### src/rtl/exe_mdu_pkg.sv
// Shared definitions for the multi-cycle multiply/divide unit: M-extension
// funct3/funct7 codes and the MDU state encoding.
package exe_mdu_pkg;

  localparam logic [2:0] INST_MUL    = 3'b000;
  localparam logic [2:0] INST_MULH   = 3'b001;
  localparam logic [2:0] INST_MULHSU = 3'b010;
  localparam logic [2:0] INST_MULHU  = 3'b011;
  localparam logic [2:0] INST_DIV    = 3'b100;
  localparam logic [2:0] INST_DIVU   = 3'b101;
  localparam logic [2:0] INST_REM    = 3'b110;
  localparam logic [2:0] INST_REMU   = 3'b111;

  localparam logic [6:0] INST_M_F = 7'b0000001;

  typedef enum logic [1:0] {
    MDU_IDLE = 2'd0,
    MDU_MUL  = 2'd1,
    MDU_DIV  = 2'd2,
    MDU_DONE = 2'd3
  } mdu_state_e;

  // funct3[2] separates the divide/remainder group from the multiplies.
  function automatic logic is_div_op(input logic [2:0] f3);
    return f3[2];
  endfunction

endpackage

### src/rtl/mdu_div_iter.sv
// Restoring radix-2 divider core working on unsigned magnitudes: one quotient
// bit per step, counter loaded with XLEN-1 and counting down to the last step.
module mdu_div_iter #(
  parameter int XLEN = 32
) (
  input  logic            clk_i,
  input  logic            rst_i,
  input  logic            load_i,
  input  logic            step_i,
  input  logic [XLEN-1:0] dividend_i,
  input  logic [XLEN-1:0] divisor_i,
  output logic [XLEN-1:0] quotient_o,
  output logic [XLEN-1:0] remainder_o,
  output logic            last_o
);

  localparam int CW = $clog2(XLEN);

  logic [CW-1:0]   cnt;
  logic [XLEN-1:0] quo;
  logic [XLEN-1:0] rem;
  logic [XLEN-1:0] dvs;
  logic [XLEN:0]   shifted;
  logic [XLEN:0]   diff;

  // Partial remainder stays below the divisor, so bit XLEN of diff is the borrow.
  assign shifted = {rem, quo[XLEN-1]};
  assign diff    = shifted - {1'b0, dvs};

  always_ff @(posedge clk_i) begin
    if (rst_i) begin
      cnt <= '0;
      quo <= '0;
      rem <= '0;
      dvs <= '0;
    end else if (load_i) begin
      cnt <= CW'(XLEN - 1);
      quo <= dividend_i;
      rem <= '0;
      dvs <= divisor_i;
    end else if (step_i) begin
      cnt <= cnt - 1'b1;
      if (!diff[XLEN]) begin
        rem <= diff[XLEN-1:0];
        quo <= {quo[XLEN-2:0], 1'b1};
      end else begin
        rem <= shifted[XLEN-1:0];
        quo <= {quo[XLEN-2:0], 1'b0};
      end
    end
  end

  assign quotient_o  = quo;
  assign remainder_o = rem;
  assign last_o      = (cnt == '0);

endmodule

### src/rtl/exe_mdu.sv
// Multi-cycle RV32M/RV64M multiply/divide unit with pipeline stall handshake.
// Define MDU_DIV_EN to build the divider; otherwise DIV* ops report unsupported.
module exe_mdu
  import exe_mdu_pkg::*;
#(
  parameter int XLEN        = 32,
  parameter int MUL_LATENCY = 2
) (
  input  logic            clk_i,
  input  logic            rst_i,
  input  logic            start_i,
  input  logic [2:0]      funct3_i,
  input  logic [XLEN-1:0] op1_i,
  input  logic [XLEN-1:0] op2_i,
  input  logic [4:0]      reg_waddr_i,
  input  logic            flush_i,
  output logic            stall_o,
  output logic            done_o,
  output logic [XLEN-1:0] result_o,
  output logic [4:0]      reg_waddr_o,
  output logic            reg_we_o,
  output logic            unsupported_o,
  output logic [1:0]      dbg_state_o
);

  // Handshake: a start is taken only in IDLE without flush; stall_o stays high
  // until the DONE cycle, in which done_o/reg_we_o pulse and the instruction advances.
  mdu_state_e      state;
  logic [2:0]      funct3_q;
  logic [XLEN-1:0] op1_q;
  logic [XLEN-1:0] op2_q;
  logic [XLEN-1:0] result_q;
  logic [2:0]      mul_cnt;
  logic [XLEN-1:0] mul_pipe [MUL_LATENCY];
  logic            start_ok;
  logic            div_skip;
  logic            div_last;
  logic [XLEN-1:0] div_val;
  logic [XLEN-1:0] done_val;

  assign start_ok = (state == MDU_IDLE) && start_i && !flush_i;
  assign stall_o  = start_ok || (state == MDU_MUL) || (state == MDU_DIV);
  assign done_o   = (state == MDU_DONE) && !flush_i;
  assign reg_we_o = done_o;
  assign dbg_state_o = state;

  // Sign-extending to 2*XLEN gives the same low 2*XLEN product bits as the
  // (XLEN+1)-bit signed multiply.
  logic            sx1, sx2;
  logic [2*XLEN-1:0] ea, eb, prod;
  logic [XLEN-1:0] mul_sel;
  assign sx1     = (funct3_q != INST_MULHU);
  assign sx2     = (funct3_q == INST_MUL) || (funct3_q == INST_MULH);
  assign ea      = {{XLEN{sx1 & op1_q[XLEN-1]}}, op1_q};
  assign eb      = {{XLEN{sx2 & op2_q[XLEN-1]}}, op2_q};
  assign prod    = ea * eb;
  assign mul_sel = (funct3_q == INST_MUL) ? prod[XLEN-1:0] : prod[2*XLEN-1:XLEN];

`ifdef MDU_DIV_EN
  logic            in_signed, in_zero, in_ovf;
  logic [XLEN-1:0] abs1, abs2, quo, rem, q_fix, r_fix;
  logic            special_q, qneg_q, rneg_q;

  assign in_signed = !funct3_i[0];
  assign in_zero   = (op2_i == '0);
  assign in_ovf    = in_signed && (op1_i == {1'b1, {(XLEN-1){1'b0}}}) && (op2_i == '1);
  assign abs1      = (in_signed && op1_i[XLEN-1]) ? -op1_i : op1_i;
  assign abs2      = (in_signed && op2_i[XLEN-1]) ? -op2_i : op2_i;
  assign div_skip  = in_zero || in_ovf;

  mdu_div_iter #(.XLEN(XLEN)) u_div_iter (
    .clk_i       (clk_i),
    .rst_i       (rst_i),
    .load_i      (start_ok && is_div_op(funct3_i)),
    .step_i      (state == MDU_DIV),
    .dividend_i  (abs1),
    .divisor_i   (abs2),
    .quotient_o  (quo),
    .remainder_o (rem),
    .last_o      (div_last)
  );

  always_ff @(posedge clk_i) begin
    if (rst_i) begin
      special_q <= 1'b0;
      qneg_q    <= 1'b0;
      rneg_q    <= 1'b0;
    end else if (start_ok) begin
      special_q <= div_skip;
      qneg_q    <= in_signed && (op1_i[XLEN-1] ^ op2_i[XLEN-1]);
      rneg_q    <= in_signed && op1_i[XLEN-1];
    end
  end

  always_comb begin
    q_fix = qneg_q ? -quo : quo;
    r_fix = rneg_q ? -rem : rem;
    if (special_q) begin
      if (op2_q == '0) begin
        q_fix = '1;
        r_fix = op1_q;
      end else begin
        q_fix = op1_q;
        r_fix = '0;
      end
    end
    div_val = funct3_q[1] ? r_fix : q_fix;
  end

  assign unsupported_o = 1'b0;
`else
  assign div_skip      = 1'b1;
  assign div_last      = 1'b1;
  assign div_val       = '0;
  assign unsupported_o = done_o && is_div_op(funct3_q);
`endif

  assign done_val = is_div_op(funct3_q) ? div_val : mul_pipe[MUL_LATENCY-1];
  // The new result is visible only while done_o is high; a flushed DONE leaves it untouched.
  assign result_o = done_o ? done_val : result_q;

  always_ff @(posedge clk_i) begin
    if (rst_i) begin
      state       <= MDU_IDLE;
      funct3_q    <= '0;
      op1_q       <= '0;
      op2_q       <= '0;
      reg_waddr_o <= '0;
      result_q    <= '0;
      mul_cnt     <= '0;
      for (int i = 0; i < MUL_LATENCY; i++) mul_pipe[i] <= '0;
    end else begin
      if (state == MDU_MUL) begin
        mul_pipe[0] <= mul_sel;
        for (int i = 1; i < MUL_LATENCY; i++) mul_pipe[i] <= mul_pipe[i-1];
      end
      if (flush_i) begin
        state <= MDU_IDLE;
      end else begin
        case (state)
          MDU_IDLE: if (start_i) begin
            funct3_q    <= funct3_i;
            op1_q       <= op1_i;
            op2_q       <= op2_i;
            reg_waddr_o <= reg_waddr_i;
            mul_cnt     <= 3'(MUL_LATENCY - 1);
            if (!is_div_op(funct3_i)) state <= MDU_MUL;
            else if (div_skip)        state <= MDU_DONE;
            else                      state <= MDU_DIV;
          end
          MDU_MUL: begin
            if (mul_cnt == '0) state <= MDU_DONE;
            else               mul_cnt <= mul_cnt - 1'b1;
          end
          MDU_DIV: if (div_last) state <= MDU_DONE;
          MDU_DONE: begin
            result_q <= done_val;
            state    <= MDU_IDLE;
          end
          default: state <= MDU_IDLE;
        endcase
      end
    end
  end

endmodule
### config.mk
export PLATFORM = sky130hd
export DESIGN_NAME = exe_mdu
export DESIGN_NICKNAME = d
export VERILOG_FILES = /design/src/rtl/exe_mdu_pkg.sv /design/src/rtl/mdu_div_iter.sv /design/src/rtl/exe_mdu.sv
export SDC_FILE = /design/constraint.sdc
export NUM_CORES = 2
export LEC_CHECK = 0
export ABC_AREA = 1
export CAP_MARGIN = 20
export CORE_MARGIN = 2
export CORE_UTILIZATION = 45
export DETAILED_ROUTE_END_ITERATION = 7
export PLACE_DENSITY = 0.69
export SLEW_MARGIN = 25
export SYNTH_ARGS = -nofsm -noshare
export SYNTH_HDL_FRONTEND = slang
export SYNTH_SLANG_ARGS = --single-unit
export TNS_END_PERCENT = 50
### constraint.sdc
create_clock -name clk_i -period 9.03 [get_ports clk_i]
set_input_delay 1.3545 -clock clk_i [delete_from_list [all_inputs] [get_ports clk_i]]
set_output_delay 1.3545 -clock clk_i [all_outputs]
set_load 0.01 [all_outputs]
---- Yosys cells after proc, flatten, opt, wreduce, memory -nomap -nowiden ----
Memories as Yosys holds them, arrays and structs flattened.
Index checks and enable logic that the tools add are counted.
word-level totals
  bits in registers ....................... 109
  RAM bits ................................ 64
  input port bits ......................... 76
  output and inout bits ................... 43
  word-level logic and storage cells ...... 57
  memories kept ........................... 1
memories
  memory    depth  width  rd ports  clocked after Yosys merged registers in  write ports  RTL line       text
  mul_pipe  2      32     2         0                                        2            exe_mdu.sv:34  logic [XLEN-1:0] mul_pipe [MUL_LATENCY];
operators by class
  add/sub/neg operators ................... 1
  multipliers ............................. 1
  eq/ne operators ......................... 8
  multiplexer cells ....................... 17
  bitwise logic cells ..................... 5
  reduce and logical (&&, ||, !) cells .... 17
operators with widths
  cell                 count
  $mux 32              5
  $mul 33x33->64       1
  $pmux 2 s4           1
  $logic_not 3->1      2
  $mux 2               3
  $mux 3               2
  $pmux 3 s2           1
  $mux 1               5
  $eq 2x2->1 const B   2
  $logic_and 1x1->1    4
  $ne 2x2->1 const B   2
  $reduce_and 2->1     2
  $reduce_and 4->1     1
  $eq 3x1->1 const B   1
  $logic_or 1x1->1     3
  $ne 3x2->1 const B   1
  $reduce_and 3->1     1
  $sub 3x1->3 const B  1
  $and 1x1->1          2
  $eq 2x1->1 const B   1
  $logic_not 2->1      1
  $ne 2x1->1 const B   1
  $or 1x1->1           2
  $reduce_bool 2->1    1
  3 further kinds      3

---- Longest topological paths before layout ----
  word-level depth ........................ 6
  gate-level depth with buffers ........... 36

---- Worst setup path after synthesis ----
OpenSTA, ideal clock, no wires.
  path type ............................... flip-flop to flip-flop
  from .................................... register op1_q[31]
  to ...................................... memory mul_pipe[0][31] (data pin)
  setup time .............................. 0.249 ns
  arrival ................................. 7.046 ns
  setup slack ............................. 1.735 ns
  stages on the path, launching flop included .. 27
  buffers on the path ..................... 2
  clock period less this slack ............ 7.295 ns
  cell sequence ........................... dfxtp_1 > buf_2 > clkbuf_1 > nand2_1 > a31oi_1 > fa_1 > fa_1 > fa_1 > fa_1 > inv_1 > fa_1 > fa_1 > fa_1 > fa_1 > inv_1 > ha_1 > nand2_1 > nor2_1 > nand2_1 > nor4_1 > nand2_1 > nand2_1 > inv_1 > nand2_1 > nand3_1 > nand2_1 > inv_1
RTL lines
  what                      RTL line        text
  start: declaration        exe_mdu.sv:30   logic [XLEN-1:0] op1_q;
  start signal: assignment  exe_mdu.sv:143  op1_q <= op1_i;
  end: declaration          exe_mdu.sv:34

==> flow_summary.json <==
{
  "dp_hpwl_um": 114000,
  "fin_setup_tns_ps": 0,
  "htree_levels": 4,
  "syn-num-nets": 7376,
  "timing.hold.ws_ps": 473,
  "leakage_nw": 26.1,
  "hold_path.class": "flip-flop to flip-flop",
  "power_frac_seq_pct": 15.3,
  "required_ps": 9280,
  "antenna_left": 0,
  "final_util_pct": 48.5,
  "final_cell_area_sq_um": 50200,
  "switching_power_mw": 3.44,
  "place_congestion": 0.984,
  "critPathArrivalTime_ps": 8630,
  "viasPerCell": 5.09,
  "route.detailed.drc": 0,
  "switching_share_pct": 55.0,
  "die_w_um": 327,
  "fillers": 9959,
  "dieArea_sq_um": 107000,
  "rrSetupSlack_ps": 650,
  "cp_max_fo": 17,
  "antenna_found_initial": 4,
  "ys_seq_elements": 173,
  "slew_headroom_pct": 26.9,
  "seq_area_frac_synth_pct": 8.74,
  "powerDensity_nw_per_um2": 125,
  "synth_xor_xnor_area_share_pct": 0.205,
  "clockBufferDepth": 2,
  "syn_inst": 5957,
  "grt_overflow_total": 0,
  "drive_gt1_share_pct": 3.17,
  "crit_path_end_kind": "flip-flop",
  "final_common_cell": "inv_1",
  "io_buffers": 118,
  "die_h_um": 327,
  "synth-adder-area-share_pct": 53.8,
  "dpl.cell_count": 7254,
  "internal-power_mw": 2.82,
  "cts_buffers": 17,
  "post-route-period-util_pct": 92.8,
  "cpMostUsedCell": "fa_1",
  "syn2layout_area_growth_pct": 6.85,
  "hp-start": "result_q[31]",
  "skew_ps": 31.1,
  "status": "complete, no violations",
  "coreArea_sq_um": 103000,
  "start_util_pct": 45.4,
  "worstSkewPairLatency_ps": 540,
  "vdd_ir_drop_max_mv": 0.103,
  "grt_max_degree": 74,
  "routedWlPerCell_um": 18.8,
  "synth_mux_area_share_pct": 0,
  "layout_common_cells": "1,689 x inv_1, 1,614 x nand2_1, 1,125 x fa_1",
  "slew_viol_final": 0,
  "io_pins": 119,
  "cap_violations": 0,
  "startpoint": "op1_q[31]",
  "regArea_sq_um": 4110,
  "fin_cells": 7287,
  "comb_power_share_pct": 70.7,
  "cts_setup_buffers": 0,
  "hold_violations": 0,
  "hold_buffers": 0,
  "cpMaxStageDelayCell": "dfxtp_1",
  "rows": 118,
  "synth_top_family_by_area": "adder cells",
  "cts.sinks": 173,
  "drtPass1Iterations": 6,
  "cts_tree": "done",
  "final_net_count": 7312,
  "start_kind": "flip-flop",
  "holdPathStages": 2,
  "routed_wirelength_um": 137000,
  "synth-simple-area-share_pct": 17.8,
  "critPathKind": "flip-flop to flip-flop",
  "min_to": "result_q[31]",
  "ctsResizeCount": 0,
  "rsz0062_at_grt": "false",
  "tightest_slew_ps": 1100,
  "ys_types": 35,
  "vias": 37100,
  "clockPowerShare_pct": 13.9,
  "grt_pass1_wl_um": 222000,
  "path_clk_slew_ps": 80,
  "reg2reg_from": "op1_q[31]",
  "placed_cell_area_sq_um": 49500,
  "globalRouteTotalUtil_pct": 27.1,
  "synth.avg_cell_area_sq_um": 7.88,
  "multi_input_area_sq_um": 35300,
  "fmax_mhz": 119,
  "timing.rr.end": "mul_pipe[0][9]",
  "drt-initial-drc-count": 2923,
  "yosysWarningCount": 0,
  "finalSetupViolCount": 0,
  "syn-cell-area_sq_um": 46900,
  "grt_pass1_vias": 39900,
  "max_stage_delay_ps": 710,
  "synth-compound-area-share_pct": 3.36,
  "min_period_ps": 8380,
  "crit_chain": "nand2_1, a31oi_1, fa_1, fa_1, fa_1, inv_1, fa_1, fa_1, fa_1, fa_1, fa_1, inv_1, ha_1, nand2_1, nor2_1, inv_1, o21ai_0, inv_1, nand2_1, inv_1, nand3_1, nand2_1, nand3_1, a21oi_1",
  "r2r_cells": 24,
  "cts_root_buf": "clkbuf_16"
}
==> worst max path at each step <==
stage | slack (ps) | cells past startpoint | to
2_1_floorplan | 1740 | 26 | mul_pipe[0][31]
3_3_place_gp | 820 | 27 | mul_pipe[0][9]
3_5_place_dp | 730 | 24 | mul_pipe[0][22]
4_1_cts | 720 | 24 | mul_pipe[0][9]
5_1_grt | 210 | 24 | mul_pipe[0][31]
6_report | 650 | 24 | mul_pipe[0][9]
==> synthesized netlist by cell type, drive strengths merged <==
master	n	area [sq um]
o21a	2	15.0
nor3	21	130
or2	11	68.8
a211oi	2	15.0
nand4	22	138
nand3	133	706
xnor2	4	35.0
dfxtp	109	2180
nand2	1622	6110
xor2	7	61.3
inv	1693	6350
a21oi	139	699
nor4	1	6.26
buf	10	51.3
nor2	308	1160
a31oi	19	119
nand3b	5	37.5
clkbuf	304	1140
o21ai	119	596
edfxtp	64	1920
a21o	4	30.0
ha	218	2730
o21bai	14	105
fa	1125	22500
and2	1	6.26
==> worst max-delay path, delay by kind of cell (launching register included) <==
kind,cells,cell delay [ps]
adders and majority gates,9,4630
DFF,1,710
buffers and inverters,5,650
and+or+nand+nor,7,1390
AOI/OAI and AO/OA,3,700
==> cells by family after synthesis <==
logic type               count (synthesis)
flip-flops                             173
buffers and inverters                 2007
AO/OA/AOI/OAI                          299
adder cells (fa/ha/maj)               1343
AND/OR/NAND/NOR                       2124
XOR/XNOR                                11
==> per-stage QoR <==
| step | total power [mW] | setup WS, ps |
|---|---|---|
| global placement | 5.31 | 820 |
| global route | 6.83 | 214 |
| finish | 6.26 | 654 |
| detailed placement | 5.37 | 733 |
| floorplan | 3.85 | 1740 |
| CTS | 6.27 | 719 |
==> sequential cells by signal, indices dropped and copies added, names as in the netlist <==
name / cells
reg_waddr_o: 5
mul_pipe: 64
dbg_state_o: 2
op2_q: 32
result_q: 32
mul_cnt: 3
op1_q: 32
funct3_q: 3
==> power by group through the flow <==
stage          sequential (mW)  clock (mW)  combinational [mW]
2_1_floorplan            0.895           0                2.96
3_3_place_gp             0.974           0                4.34
3_5_place_dp             0.975           0                4.40
4_1_cts                  0.958       0.887                4.43
5_1_grt                  0.967       0.902                4.97
6_report                 0.959       0.871                4.43
==> final cells by class <==
type	count	share of cell area, %
multi-input cells	3777	70.4
inverters	1693	12.7
flip-flops and latches	173	8.19
repair buffers	231	4.07
well taps	1380	3.44
clock buffers	20	0.956
clock inverters	12	0.279
diodes	1	0.00499
==> layer usage <==
| metal | vias up | global-route usage (%) | share of wire, % |
|---|---|---|---|
| li1 | 16600 | - | - |
| met1 | 18700 | 34.5 | 39 |
| met2 | 1509 | 46.1 | 49 |
| met3 | 316 | 3.95 | 7.3 |
| met4 | 2 | 11.5 | 4.5 |
| met5 | - | 0 | 0.0051 |
(Power assumes the default switching activity.)
